**config.mk**
```make
export PLATFORM = sky130hd
export DESIGN_NAME = reg_seg_display_flat
export DESIGN_NICKNAME = d
export VERILOG_FILES = /design/src/rtl/reg_seg_display_if.sv /design/src/rtl/reg_seg_display.sv /design/src/flat_wrapper.sv
export SDC_FILE = /design/constraint.sdc
export NUM_CORES = 1
export LEC_CHECK = 0
export BUFFER_PORTS_ARGS = -buffer_cell sky130_fd_sc_hd__buf_2
export CORE_ASPECT_RATIO = 0.8
export CORE_MARGIN = 4
export CORE_UTILIZATION = 62
export CTS_CLUSTER_DIAMETER = 30
export DETAILED_ROUTE_END_ITERATION = 8
export HOLD_SLACK_MARGIN = 0.02
export PLACE_DENSITY = 0.84
export SETUP_SLACK_MARGIN = 0.02
export SYNTH_ARGS = -nofsm -noshare
export SYNTH_HDL_FRONTEND = slang
export SYNTH_SLANG_ARGS = --single-unit
```
**constraint.sdc**
```tcl
create_clock -name clk -period 5.5 [get_ports clk]
set_input_delay 0.825 -clock clk [delete_from_list [all_inputs] [get_ports clk]]
set_output_delay 0.825 -clock clk [all_outputs]
set_load 0.02 [all_outputs]
```
**src/rtl/reg_seg_display_if.sv**
```systemverilog
// Register-inspection port between the debug display stage (master) and the CPU register file (slave).
interface reg_seg_display_if;
    logic [4:0]  reg_sel;
    logic [31:0] reg_data;

    modport master (output reg_sel, input reg_data);
    modport slave  (input reg_sel, output reg_data);
endinterface

```
**src/rtl/reg_seg_display.sv**
```systemverilog
// Steps through the CPU registers and shows the selected one as 8 hex digits on a multiplexed 7-seg display.
// Optional DISP_BLANK_LEAD_EN blanks leading zero digits (digit 0 always shown).
module reg_seg_display #(
    parameter int SCAN_DIV = 50000,
    parameter int STEP_DIV = 50000000
) (
    input  logic                      clk,
    input  logic                      rstn,
    input  logic                      sw_auto,
    input  logic                      sw_hold,
    input  logic                      btn_next,
    reg_seg_display_if.master         dbg,
    output logic [7:0]                an,
    output logic [7:0]                seg
);
    localparam int SCAN_W = (SCAN_DIV > 1) ? $clog2(SCAN_DIV) : 1;
    localparam int STEP_W = (STEP_DIV > 1) ? $clog2(STEP_DIV) : 1;
    localparam logic [SCAN_W-1:0] SCAN_LAST = SCAN_W'(SCAN_DIV - 1);
    localparam logic [STEP_W-1:0] STEP_LAST = STEP_W'(STEP_DIV - 1);

    logic [SCAN_W-1:0] scan_cnt_q, scan_cnt_d;
    logic [2:0]        digit_q, digit_d;
    logic [31:0]       disp_q, disp_d;
    logic [STEP_W-1:0] step_cnt_q, step_cnt_d;
    logic [4:0]        reg_sel_q, reg_sel_d;
    logic              btn_sync1_q, btn_sync1_d;
    logic              btn_sync2_q, btn_sync2_d;
    logic              btn_prev_q, btn_prev_d;
    logic [7:0]        an_q, an_d;
    logic [7:0]        seg_q, seg_d;

    logic scan_wrap;
    logic frame_end;
    logic step_en;
    logic auto_pulse;
    logic btn_pulse;
    logic [3:0]  nibble;
    logic [31:0] lead_bits;
    logic        blank;

    function automatic logic [6:0] hex7(input logic [3:0] v);
        case (v)
            4'h0: hex7 = 7'h40;
            4'h1: hex7 = 7'h79;
            4'h2: hex7 = 7'h24;
            4'h3: hex7 = 7'h30;
            4'h4: hex7 = 7'h19;
            4'h5: hex7 = 7'h12;
            4'h6: hex7 = 7'h02;
            4'h7: hex7 = 7'h78;
            4'h8: hex7 = 7'h00;
            4'h9: hex7 = 7'h10;
            4'hA: hex7 = 7'h08;
            4'hB: hex7 = 7'h03;
            4'hC: hex7 = 7'h46;
            4'hD: hex7 = 7'h21;
            4'hE: hex7 = 7'h06;
            default: hex7 = 7'h0E;
        endcase
    endfunction

    always_comb begin
        scan_wrap  = (scan_cnt_q == SCAN_LAST);
        frame_end  = scan_wrap && (digit_q == 3'd7);
        step_en    = sw_auto && !sw_hold;
        auto_pulse = step_en && (step_cnt_q == STEP_LAST);
        btn_pulse  = btn_sync2_q && !btn_prev_q;

        scan_cnt_d = scan_wrap ? '0 : scan_cnt_q + SCAN_W'(1);
        digit_d    = scan_wrap ? digit_q + 3'd1 : digit_q;

        // Capture uses the register currently selected, so a step on the boundary clock shows next frame.
        disp_d = (frame_end && !sw_hold) ? dbg.reg_data : disp_q;

        if (!step_en) begin
            step_cnt_d = '0;
        end else if (auto_pulse) begin
            step_cnt_d = '0;
        end else begin
            step_cnt_d = step_cnt_q + STEP_W'(1);
        end

        // Button pulses during hold are dropped, never deferred.
        reg_sel_d = ((auto_pulse || btn_pulse) && !sw_hold) ? reg_sel_q + 5'd1 : reg_sel_q;

        btn_sync1_d = btn_next;
        btn_sync2_d = btn_sync1_q;
        btn_prev_d  = btn_sync2_q;
    end

    always_comb begin
        nibble    = disp_q[{digit_q, 2'b00} +: 4];
        lead_bits = disp_q >> {digit_q, 2'b00};
`ifdef DISP_BLANK_LEAD_EN
        blank = (digit_q != 3'd0) && (lead_bits == 32'd0);
`else
        blank = 1'b0;
`endif
        an_d  = ~(8'd1 << digit_q);
        seg_d = blank ? 8'hFF : {1'b1, hex7(nibble)};
    end

    always_ff @(posedge clk) begin
        if (!rstn) begin
            scan_cnt_q  <= '0;
            digit_q     <= 3'd0;
            disp_q      <= 32'd0;
            step_cnt_q  <= '0;
            reg_sel_q   <= 5'd0;
            btn_sync1_q <= 1'b0;
            btn_sync2_q <= 1'b0;
            btn_prev_q  <= 1'b0;
            an_q        <= 8'hFF;
            seg_q       <= 8'hFF;
        end else begin
            scan_cnt_q  <= scan_cnt_d;
            digit_q     <= digit_d;
            disp_q      <= disp_d;
            step_cnt_q  <= step_cnt_d;
            reg_sel_q   <= reg_sel_d;
            btn_sync1_q <= btn_sync1_d;
            btn_sync2_q <= btn_sync2_d;
            btn_prev_q  <= btn_prev_d;
            an_q        <= an_d;
            seg_q       <= seg_d;
        end
    end

    assign dbg.reg_sel = reg_sel_q;
    assign an          = an_q;
    assign seg         = seg_q;
endmodule

```
**src/flat_wrapper.sv**
```systemverilog
// flat-port wrapper written by rule: the top's interface ports become plain ports
module reg_seg_display_flat 
#(
    parameter int SCAN_DIV = 50000,
    parameter int STEP_DIV = 50000000
)
  (clk, rstn, sw_auto, sw_hold, btn_next, an, seg, dbg_reg_sel, dbg_reg_data);
  reg_seg_display_if dbg_i ();
  input  logic clk;
  input  logic rstn;
  input  logic sw_auto;
  input  logic sw_hold;
  input  logic btn_next;
  output logic [7:0] an;
  output logic [7:0] seg;
  output wire logic [$bits(dbg_i.reg_sel)-1:0] dbg_reg_sel;
  input wire logic [$bits(dbg_i.reg_data)-1:0] dbg_reg_data;
  assign dbg_reg_sel = dbg_i.reg_sel;
  assign dbg_i.reg_data = dbg_reg_data;
  reg_seg_display #(.SCAN_DIV(SCAN_DIV), .STEP_DIV(STEP_DIV)) u_core (.clk(clk), .rstn(rstn), .sw_auto(sw_auto), .sw_hold(sw_hold), .btn_next(btn_next), .dbg(dbg_i), .an(an), .seg(seg));
endmodule
```
---- Word level (Yosys, flattened, before mapping) ----
Memories as Yosys holds them, arrays and structs flattened. A register that Yosys moved wholly into a read port is not among the register bits.
Cells that the tools add are included.
word-level totals
  register bits after elaboration ......... 94
  memories kept ........................... 1
  ROM bits ................................ 112
  input port bits ......................... 37
cells by class
  $add $sub $neg .......................... 4
  reductions and logical operators ........ 12
  shifts and indexed selects .............. 2
  bitwise logic cells ..................... 3
  equal/unequal tests ..................... 3
memories
  memory           depth  bits a word  rd ports  clocked after Yosys merged registers in  wr ports  line                   source
  (no name shown)  16     7            1         1                                        0         reg_seg_display.sv:42  case (v)
operators with widths
  operator                 count
  $shiftx A32 B6 Y4        1
  $add A26 B1 Y26 const B  1
  $eq A26 B26 Y1 const B   1
  $add A16 B1 Y16 const B  1
  $eq A16 B16 Y1 const B   1
  $not A8 Y8               1
  $shl A1 B3 Y8 const A    1
  $logic_and A1 B1 Y1      6
  $add A5 B1 Y5 const B    1
  $add A3 B1 Y3 const B    1
  $eq A3 B3 Y1 const B     1
  $logic_not A1 Y1         3
  $reduce_or A3 Y1         1
  $not A1 Y1               2
  $reduce_or A2 Y1         1
  $logic_or A1 B1 Y1       1

---- Depth between registers and ports, before layout ----
Gate-level depths: netlist (run 1).
  depth in word-level cells ............... 5
  depth in mapped cells ................... 9
  mapped depth without buffers ............ 7

---- Worst setup path after synthesis (run 1) ----
OpenSTA, ideal clock, no wires.
  kind .................................... register to register
  start ................................... reg u_core.digit_q[0]
  end ..................................... reg u_core.seg_q[0] (netlist: u_core.seg[0])
  arrival time ............................ 2.353 ns
  clock period less this slack ............ 2.483 ns
  data required time ...................... 5.371 ns
  path slack .............................. 3.017 ns
  cell stages (with the launch flop) ...... 9
  path through ............................ dfxtp_1 -> buf_6 -> mux4_2 -> mux2i_1 -> inv_1 -> ha_1 -> or3b_2 -> o221ai_1 -> nand2_1
on the way
  cells in the longest elaborated chain, start to end .. 1
ends and longest elaborated chain
  what                    line                    source
  from (decl)             reg_seg_display.sv:22   logic [2:0] digit_q, digit_d;
  from (signal assigned)  reg_seg_display.sv:117  digit_q <= digit_d;
  $shiftx A32 B6 Y4       reg_seg_display.sv:92   nibble = disp_q[{digit_q, 2'b00} +: 4];
  to (decl)               reg_seg_display.sv:30   logic [7:0] seg_q, seg_d;
No other way between the ends.
A chain may end at the register's enable or synchronous reset.

---- Final worst setup path (run 1) ----
Ends and elaborated chain as after synthesis.

==> results of run 1 <==
## worst max path at each step
stage	start	to	cells after the start
finish	u_core.digit_q[0]	u_core.seg[0]	7
global route	u_core.digit_q[0]	u_core.seg[0]	5
CTS	u_core.digit_q[0]	u_core.seg[0]	7
detailed placement	u_core.digit_q[0]	u_core.seg[0]	7
global placement	u_core.digit_q[0]	u_core.seg[0]	7
floorplan	u_core.digit_q[0]	u_core.seg[0]	8
## layer usage
layer | vias to the layer above | global-route usage [%]
li1 | 1686 | -
met1 | 1544 | 28.37
met2 | 65 | 32.63
met3 | 11 | 4.845
met4 | 0 | 7.151
met5 | - | 0
## cell families after synthesis
group | after synthesis
compound gates | 49
xor+xnor | 40
fa+ha+maj | 14
buf+inv | 34
flops | 100
mux | 20
other cells | 1
simple gates | 220
## synth_stat cells, types with 3 or more instances
cell type	instances	share of area (%)
nor2_1	50	4.2
nand4_1	8	1.1
mux4_2	7	3.6
nand2b_1	4	0.57
buf_6	4	1.0
and2_1	7	0.99
nor4_1	4	0.57
a21boi_1	16	2.7
nand2_1	89	7.6
buf_2	6	0.68
xor2_1	23	4.6
nor4bb_1	3	0.68
mux2i_1	11	2.5
clkbuf_1	10	0.85
dfxtp_1	100	45
nor2b_1	4	0.57
ha_1	14	4.0
o221ai_1	3	0.59
xnor2_1	17	3.4
buf_4	4	0.68
o21ai_0	5	0.57
a21boi_0	18	3.1
and3_1	8	1.1
nand3_1	23	2.6
inv_1	9	0.76
## per-stage QoR
stage	setup slack [ps]	hold slack [ps]	power [mW]	util, %
floorplan	3017	411.9	0.7733	-
global placement	2647	427.4	0.7906	67.79
detailed placement	2479	425.7	0.7921	67.79
CTS	2450	450.6	1.259	70.73
global route	2261	468.6	1.294	70.73
finish	2424	447.4	1.248	70.73
## worst max-delay path: stages, from the launching register on
cell      delay [ps]
dfxtp_1          820
mux4_2           590
mux2i_1          450
inv_1            160
ha_1             270
or3b_2           470
o221ai_1          80
nand2_1           80
## final cells by class
cell class / instances / area, um^2
Clock inverter: 4 / 47.55
Sequential cell: 100 / 2002
Clock buffer: 12 / 155.1
Tap cell: 87 / 108.9
Inverter: 10 / 37.54
Timing Repair Buffer: 57 / 287.8
Multi-Input combinational cell: 344 / 2236
Fill cell: 539 / 2017
## sequential cells by signal, indices dropped and copies added, names as in the netlist
signal,count
u_core.disp_q,32
u_core.dbg.reg_sel,5
u_core.scan_cnt_q,16
u_core.seg,7
u_core.step_cnt_q,26
u_core.an,8
u_core.btn_sync1_q,1
u_core.digit_q,3
u_core.btn_prev_d,1
u_core.btn_prev_q,1
## power groups by stage
stage	combinational, mW	sequential, mW	clock, mW
global placement	0.0414	0.749	0
detailed placement	0.0426	0.749	0
floorplan	0.0204	0.753	0
CTS	0.0428	0.732	0.484
global route	0.0474	0.733	0.513
finish	0.0429	0.732	0.473
==> results.py, run 1 <==
metrics = {
    "logic_synthesis": {
        "ys_ff_latch": 100,
        "syn_nets": 529,
        "synth_top_family_by_area": "simple AND/OR/NAND/NOR gates",
        "synth_async_sr_flop_share_pct": 0,
        "synth_flop_cell": "dfxtp_1",
        "synthAdderAreaFrac_pct": 3.965,
        "yosys.area_share.simple_pct": 23.87,
        "synthDistinctLibCells": 48,
        "synth_area_per_cell_um2": 9.243,
        "synth_mux_area_share_pct": 6.570,
        "synth_compound_area_share_pct": 8.185,
        "yosysWarnings": 0,
        "synth-edff-count": 0,
        "synth_area_um2": 4418,
        "netlist_instances": 478,
        "ys_seq_area_share_pct": 45.31,
        "synth_xor_area_share_pct": 7.930,
    },
    "clock_network": {
        "post_cts_resized": 0,
        "cts_tree": "done",
        "post_cts_buffers": 0,
        "clk_pin_slew_ps": 90,
        "clock_latency_ps": 370,
        "cts-htree-levels": 3,
        "cts.sinks": 100,
        "clock-root-buffer": "clkbuf_8",
        "ctsHoldBuffers": 0,
        "numCtsBuffers": 9,
        "cts_max_path_buffers": 2,
    },
    "power": {
        "power_switching_mw": 0.2654,
        "clockPowerShare_pct": 37.9,
        "vdd_ir_drop_max_uv": 173.1,
        "p_leak_nw": 1.789,
        "power.density_nw_per_um2": 256.0,
        "comb_power_share_pct": 3.4,
        "seqPwrFrac_pct": 58.7,
        "swShare_pct": 21.26,
        "p_int_mw": 0.9826,
    },
    "finish": {
        "final_common_cell": "dfxtp_1",
        "layout.nets": 573,
        "final_cells": 614,
        "antennaDiodeCount": 0,
        "final_cell_mix": "100 x dfxtp_1, 89 x nand2_1, 56 x buf_2, 50 x nor2_1",
        "drive_gt1_share_pct": 16.70,
        "final_area_um2": 4875,
        "syn2layout_area_growth_pct": 10.34,
    },
    "sta": {
        "fmax_mhz": 325.1,
        "fin_skew_ps": 10.23,
        "finalHoldViolCount": 0,
        "relSlewSlack_pct": 20.09,
        "tightest_slew_ps": 1165,
        "finalSetupTns_ps": 0,
        "slew_violations": 0,
        "fin_crit_ps": 3076,
        "post-route-period-util_pct": 55.93,
        "setup_viol": 0,
        "rsz0062_at_grt": "no",
    },
    "critical_path": {
        "end_kind": "flop",
        "reg2reg_to": "u_core.seg[0]",
        "rr_startpoint": "u_core.digit_q[0]",
        "reg2reg_depth": 7,
        "cp_data_required_time_ps": 5710,
        "critPathLaunchType": "flop",
        "r2r_slack_ps": 2420,
        "path_class": "reg2reg",
        "critical_path.max_fanout": 14,
        "cp.arrival_ps": 3290,
    },
    "hold_path": {
        "hp-class": "reg2reg",
        "holdCritStartpoint": "u_core.scan_cnt_q[0]",
        "hold_path_depth": 1,
        "min_to": "u_core.scan_cnt_q[0]",
    },
    "route": {
        "wl_met3_um": 384,
        "drc": 0,
        "vias_per_cell": 5.384,
        "drt_iter0_markers": 136,
        "wl_met1_mm": 4.158,
        "routed-via-count": 3306,
        "ant_nets": 0,
        "wire_per_inst_um": 14.02,
        "wl_met2_mm": 3.947,
        "drt_wl_total_mm": 8.606,
        "drtPass1Iterations": 4,
        "top_layer": "met4",
    },
    "die": {
        "die_h_um": 83.50,
        "core_area_um2": 6892,
        "die-area_um2": 8549,
        "row_count": 27,
        "pin_count": 58,
        "dieWidth_um": 102.4,
        "start_util_pct": 64.11,
    },
    "global_route": {
        "grt_usage_pct": 20.90,
        "grt_max_degree": 64,
        "overflow": 0,
        "grt_pass1_wl_mm": 14.37,
        "grt_pass1_vias": 3066,
        "grt_antenna_before_repair": 0,
    },
    "placement": {
        "port_buffers": 56,
        "dpl-instance-area_um2": 4672,
        "dp.cells": 598,
        "routabilityCongestion": 0.8534,
        "dp_hpwl_mm": 5.985,
    },
    "run_status": {
        "status": "finished, final reports clean",
    },
    "flow_run": {
        "drv_cap": 0,
    },
}
Note: power is estimated with default switching activity, not from simulation.
==> run 2, diff against run 1 <==
CORE_UTILIZATION = 52   (was 62)
PLACE_DENSITY = 0.75   (was 0.84)
clock period = 2.6 ns   (was 5.5 ns; I/O delays follow)
==> results.py, run 2 (same netlist as run 1, synthesis figures left out) <==
metrics = {
    "run_status": {
        "status": "finished, final reports clean",
    },
    "route": {
        "drt_iter0_markers": 175,
        "routed-via-count": 3304,
        "wire_per_inst_um": 13.40,
        "vias_per_cell": 5.122,
        "drt_wl_total_mm": 8.641,
        "ant_nets": 0,
        "drtPass1Iterations": 6,
        "drc": 0,
    },
    "clock_network": {
        "cts.sinks": 100,
        "clk_pin_slew_ps": 100,
        "cts-htree-levels": 3,
        "post_cts_resized": 0,
        "numCtsBuffers": 9,
        "cts_max_path_buffers": 2,
        "clock_latency_ps": 370,
        "cts_tree": "done",
        "ctsHoldBuffers": 0,
        "clock-root-buffer": "clkbuf_8",
        "post_cts_buffers": 0,
    },
    "global_route": {
        "grt_max_degree": 33,
        "overflow": 0,
        "grt_pass1_vias": 3313,
        "grt_usage_pct": 18.68,
        "grt_antenna_before_repair": 0,
        "grt_pass1_wl_mm": 15.64,
    },
    "die": {
        "start_util_pct": 54.60,
        "row_count": 29,
        "pin_count": 58,
        "die_h_um": 90.45,
        "dieWidth_um": 111.1,
        "die-area_um2": 10040,
        "core_area_um2": 8092,
    },
    "power": {
        "p_total_mw": 2.665,
        "vdd_ir_drop_max_uv": 284.6,
        "power.density_nw_per_um2": 534.3,
        "p_leak_nw": 1.852,
    },
    "sta": {
        "tightest_slew_ps": 735.5,
        "rsz0062_at_grt": "no",
        "slew_violations": 0,
        "relSlewSlack_pct": 50.56,
        "fin_crit_ps": 2328,
        "setup_viol": 0,
        "post-route-period-util_pct": 89.53,
        "fmax_mhz": 429.6,
        "setup_slack_ps": 272.3,
        "fin_skew_ps": 18.90,
        "finalHoldViolCount": 0,
        "finalSetupTns_ps": 0,
    },
    "placement": {
        "dp_hpwl_mm": 6.196,
        "routabilityCongestion": 0.9001,
        "port_buffers": 56,
        "pre_cts_ws_ps": 293.9,
    },
    "finish": {
        "final_cell_mix": "100 x dfxtp_1, 89 x nand2_1, 56 x buf_2, 50 x nor2_1",
        "largest_register": "u_core.disp_q",
        "largest_reg_flops": 32,
        "syn2layout_area_growth_pct": 12.89,
        "antennaDiodeCount": 0,
        "drive_gt1_share_pct": 18.44,
        "final_common_cell": "dfxtp_1",
        "top_regs": "u_core.disp_q (32), u_core.step_cnt_q (26), u_core.scan_cnt_q (16)",
        "layout.nets": 583,
    },
    "critical_path": {
        "critPathLaunchType": "flop",
        "path_class": "reg2reg",
        "cp.arrival_ps": 2580,
        "critical_path.max_fanout": 6,
        "end_kind": "flop",
        "cp_data_required_time_ps": 2850,
    },
    "flow_run": {
        "drv_cap": 0,
    },
    "hold_path": {
        "hp-class": "in2reg",
    },
}
[run 2: changes by cell type in the layout (fill, tap and decap cells not counted), sizes merged]
cell and delta:
clkinvlp -1, inv +2, clkbuf -2, buf +10, clkinv +1
[run 2: through the flow]
step	instances	cell area (um^2)	hold WS [ps]	util, %
global placement	629	4780	423.4	59.07
floorplan	478	4418	411.9	-
CTS	645	4987	211.7	61.64
detailed placement	629	4780	428.1	59.07
global route	645	4987	220.4	61.64
finish	645	4987	221.0	61.64
[run 2: layout make-up]
type	instances	area, um^2
clock buffer	10	137.6
clock inverter	6	70.07
fill	739	3104
inverter	10	37.54
multi-input combinational	344	2242
sequential	100	2002
tap	108	135.1
timing repair buffer	67	362.8
[run 2: routing by layer]
metal	up-vias	share of wire (%)	global-route usage (%)
met3	8	4.5	5.827
met1	1532	50	25.40
met5	-	0	0
met2	56	44	29.14
li1	1708	-	-
met4	0	0.91	4.559
[run 2: power by group]
group,leakage (nW),switching (mW),internal (mW),total [mW]
combinational,0.935,0.0500,0.0430,0.0931
sequential,0.809,0.00622,1.54,1.55
clock,0.107,0.542,0.480,1.02
[run 2: final timing paths]
kind	endpoint	slack (ps)	depth (start not counted)	start
max reg2reg	u_core.seg[0]	270	6	u_core.digit_q[0]
min reg2reg	u_core.btn_prev_d	450	1	u_core.btn_sync1_q
max	u_core.seg[0]	270	6	u_core.digit_q[0]
min	u_core.btn_sync1_q	220	2	btn_next
[run 2: worst max-delay path: stages, from the launching register on]
cell	delay, ps
dfxtp_1	470
mux4_2	530
mux2_2	350
ha_1	240
or3b_2	470
o221ai_1	80
nand2_1	80
==> run 3, diff against run 2 <==
CORE_ASPECT_RATIO = 0.7   (was 0.8)
==> results.py, run 3 (same netlist as run 1, synthesis figures left out) <==
metrics = {
    "sta": {
        "finalHoldViolCount": 0,
        "hold_slack_ps": 257.9,
        "fin_skew_ps": 7.751,
        "rsz0062_at_grt": "no",
        "tightest_slew_ps": 716.0,
        "fmax_mhz": 423.3,
        "setup_viol": 0,
        "slew_violations": 0,
        "finalSetupTns_ps": 0,
        "post-route-period-util_pct": 90.87,
        "fin_crit_ps": 2363,
        "relSlewSlack_pct": 51.87,
    },
    "critical_path": {
        "critPathLaunchType": "flop",
        "path_class": "reg2reg",
        "end_kind": "flop",
        "reg2reg_depth": 6,
        "rr_startpoint": "u_core.digit_q[0]",
        "critPathCapture": "u_core.seg[0]",
        "r2r_slack_ps": 240,
        "reg2reg_to": "u_core.seg[0]",
        "crit_start": "u_core.digit_q[0]",
        "cp.arrival_ps": 2570,
        "critical_path.max_fanout": 6,
        "cp_data_required_time_ps": 2800,
    },
    "placement": {
        "routabilityCongestion": 0.8285,
        "dp.cells": 622,
        "port_buffers": 56,
        "dp_hpwl_mm": 6.305,
    },
    "die": {
        "dieWidth_um": 118.2,
        "die-area_um2": 10060,
        "die_h_um": 85.12,
        "start_util_pct": 54.72,
        "core_area_um2": 8074,
        "row_count": 27,
        "pin_count": 58,
    },
    "clock_network": {
        "post_cts_resized": 0,
        "cts-htree-levels": 3,
        "cts_tree": "done",
        "clock_latency_ps": 340,
        "ctsHoldBuffers": 0,
        "cts.sinks": 100,
        "clock-root-buffer": "clkbuf_16",
        "cts_max_path_buffers": 2,
        "clk_pin_slew_ps": 70,
        "numCtsBuffers": 9,
        "post_cts_buffers": 0,
    },
    "finish": {
        "final_common_cell": "dfxtp_1",
        "final_cells": 638,
        "layout.nets": 583,
        "top_regs": "u_core.disp_q (32), u_core.step_cnt_q (26), u_core.scan_cnt_q (16)",
        "antennaDiodeCount": 0,
        "drive_gt1_share_pct": 18.25,
        "syn2layout_area_growth_pct": 15.18,
        "largest_reg_flops": 32,
        "final_cell_mix": "100 x dfxtp_1, 89 x nand2_1, 56 x buf_2, 50 x nor2_1",
        "n_fill_cell": 671,
        "largest_register": "u_core.disp_q",
    },
    "power": {
        "power.density_nw_per_um2": 597.9,
        "vdd_ir_drop_max_uv": 394.0,
        "p_leak_nw": 1.893,
    },
    "global_route": {
        "overflow": 0,
        "grt_usage_pct": 18.04,
        "grt_pass1_wl_mm": 14.87,
        "grt_antenna_before_repair": 0,
        "grt_max_degree": 39,
        "grt_pass1_vias": 3164,
    },
    "route": {
        "wire_per_inst_um": 13.50,
        "routed-via-count": 3342,
        "drt_iter0_markers": 195,
        "vias_per_cell": 5.238,
        "drc": 0,
        "drtPass1Iterations": 4,
        "drt_wl_total_mm": 8.613,
        "ant_nets": 0,
    },
    "hold_path": {
        "hold_path_depth": 2,
        "hp-class": "in2reg",
    },
    "run_status": {
        "status": "finished, final reports clean",
    },
    "flow_run": {
        "drv_cap": 0,
    },
}
run 3: changes by cell type in the layout (fill, tap and decap cells not counted):
cell,before,now
clkinvlp_4,0,2
clkbuf_1,0,1
clkbuf_16,0,9
clkbuf_8,10,0
bufinv_16,1,2
clkinv_4,2,1
inv_6,2,0
run 3: worst max-delay path, cell delays in order (launching register included):
cell and delay, ps:
dfxtp_1 460, mux4_2 540, mux2_2 350, ha_1 240
or3b_2 480, o221ai_1 80, nand2_1 70
run 3: layout make-up:
cell class,instances,area (um^2),share of cell area (%)
repair buffers,67,362.8,7.131
clock buffers,10,229.0,4.500
multi-input cells,344,2242,44.06
inverters,10,37.54,0.7376
well taps,101,126.4,2.483
clock inverters,6,88.84,1.746
flip-flops and latches,100,2002,39.34
run 3: routing by layer:
layer / global-route usage, % / vias to the layer above / part of all wire, %
met5: 0 / - / 0
met2: 27.27 / 66 / 43
met4: 5.106 / 0 / 0.96
li1: - / 1716 / -
met1: 24.86 / 1551 / 51
met3: 5.796 / 9 / 4.9
run 3: how the worst min path moves through the flow:
stage	startpoint	endpoint	slack [ps]
after CTS	btn_next	u_core.btn_sync1_q	250
after detailed placement	u_core.btn_sync1_q	u_core.btn_prev_d	430
after floorplan	u_core.btn_sync1_q	u_core.btn_prev_d	410
final	btn_next	u_core.btn_sync1_q	260
after global routing	btn_next	u_core.btn_sync1_q	270
after global placement	u_core.btn_sync1_q	u_core.btn_prev_d	430
run 3: power by group:
group | switching, mW | total (mW) | internal [mW] | leakage [nW]
Clock | 0.555 | 1.40 | 0.843 | 0.149
Combinational | 0.0510 | 0.0937 | 0.0427 | 0.935
Sequential | 0.00648 | 1.55 | 1.54 | 0.809
Total | 0.613 | 3.04 | 2.43 | 1.89
run 3: per-stage QoR:
stage | util [%] | total power, mW | setup WS [ps] | instance area, um^2
6_report | 63.02 | 3.042 | 237.4 | 5089
5_1_grt | 63.02 | 3.150 | 122.5 | 5089
4_1_cts | 63.02 | 3.072 | 229.3 | 5089
3_5_place_dp | 59.09 | 1.680 | 279.7 | 4771
3_3_place_gp | 59.09 | 1.677 | 332.1 | 4771
2_1_floorplan | - | 1.636 | 117.3 | 4418
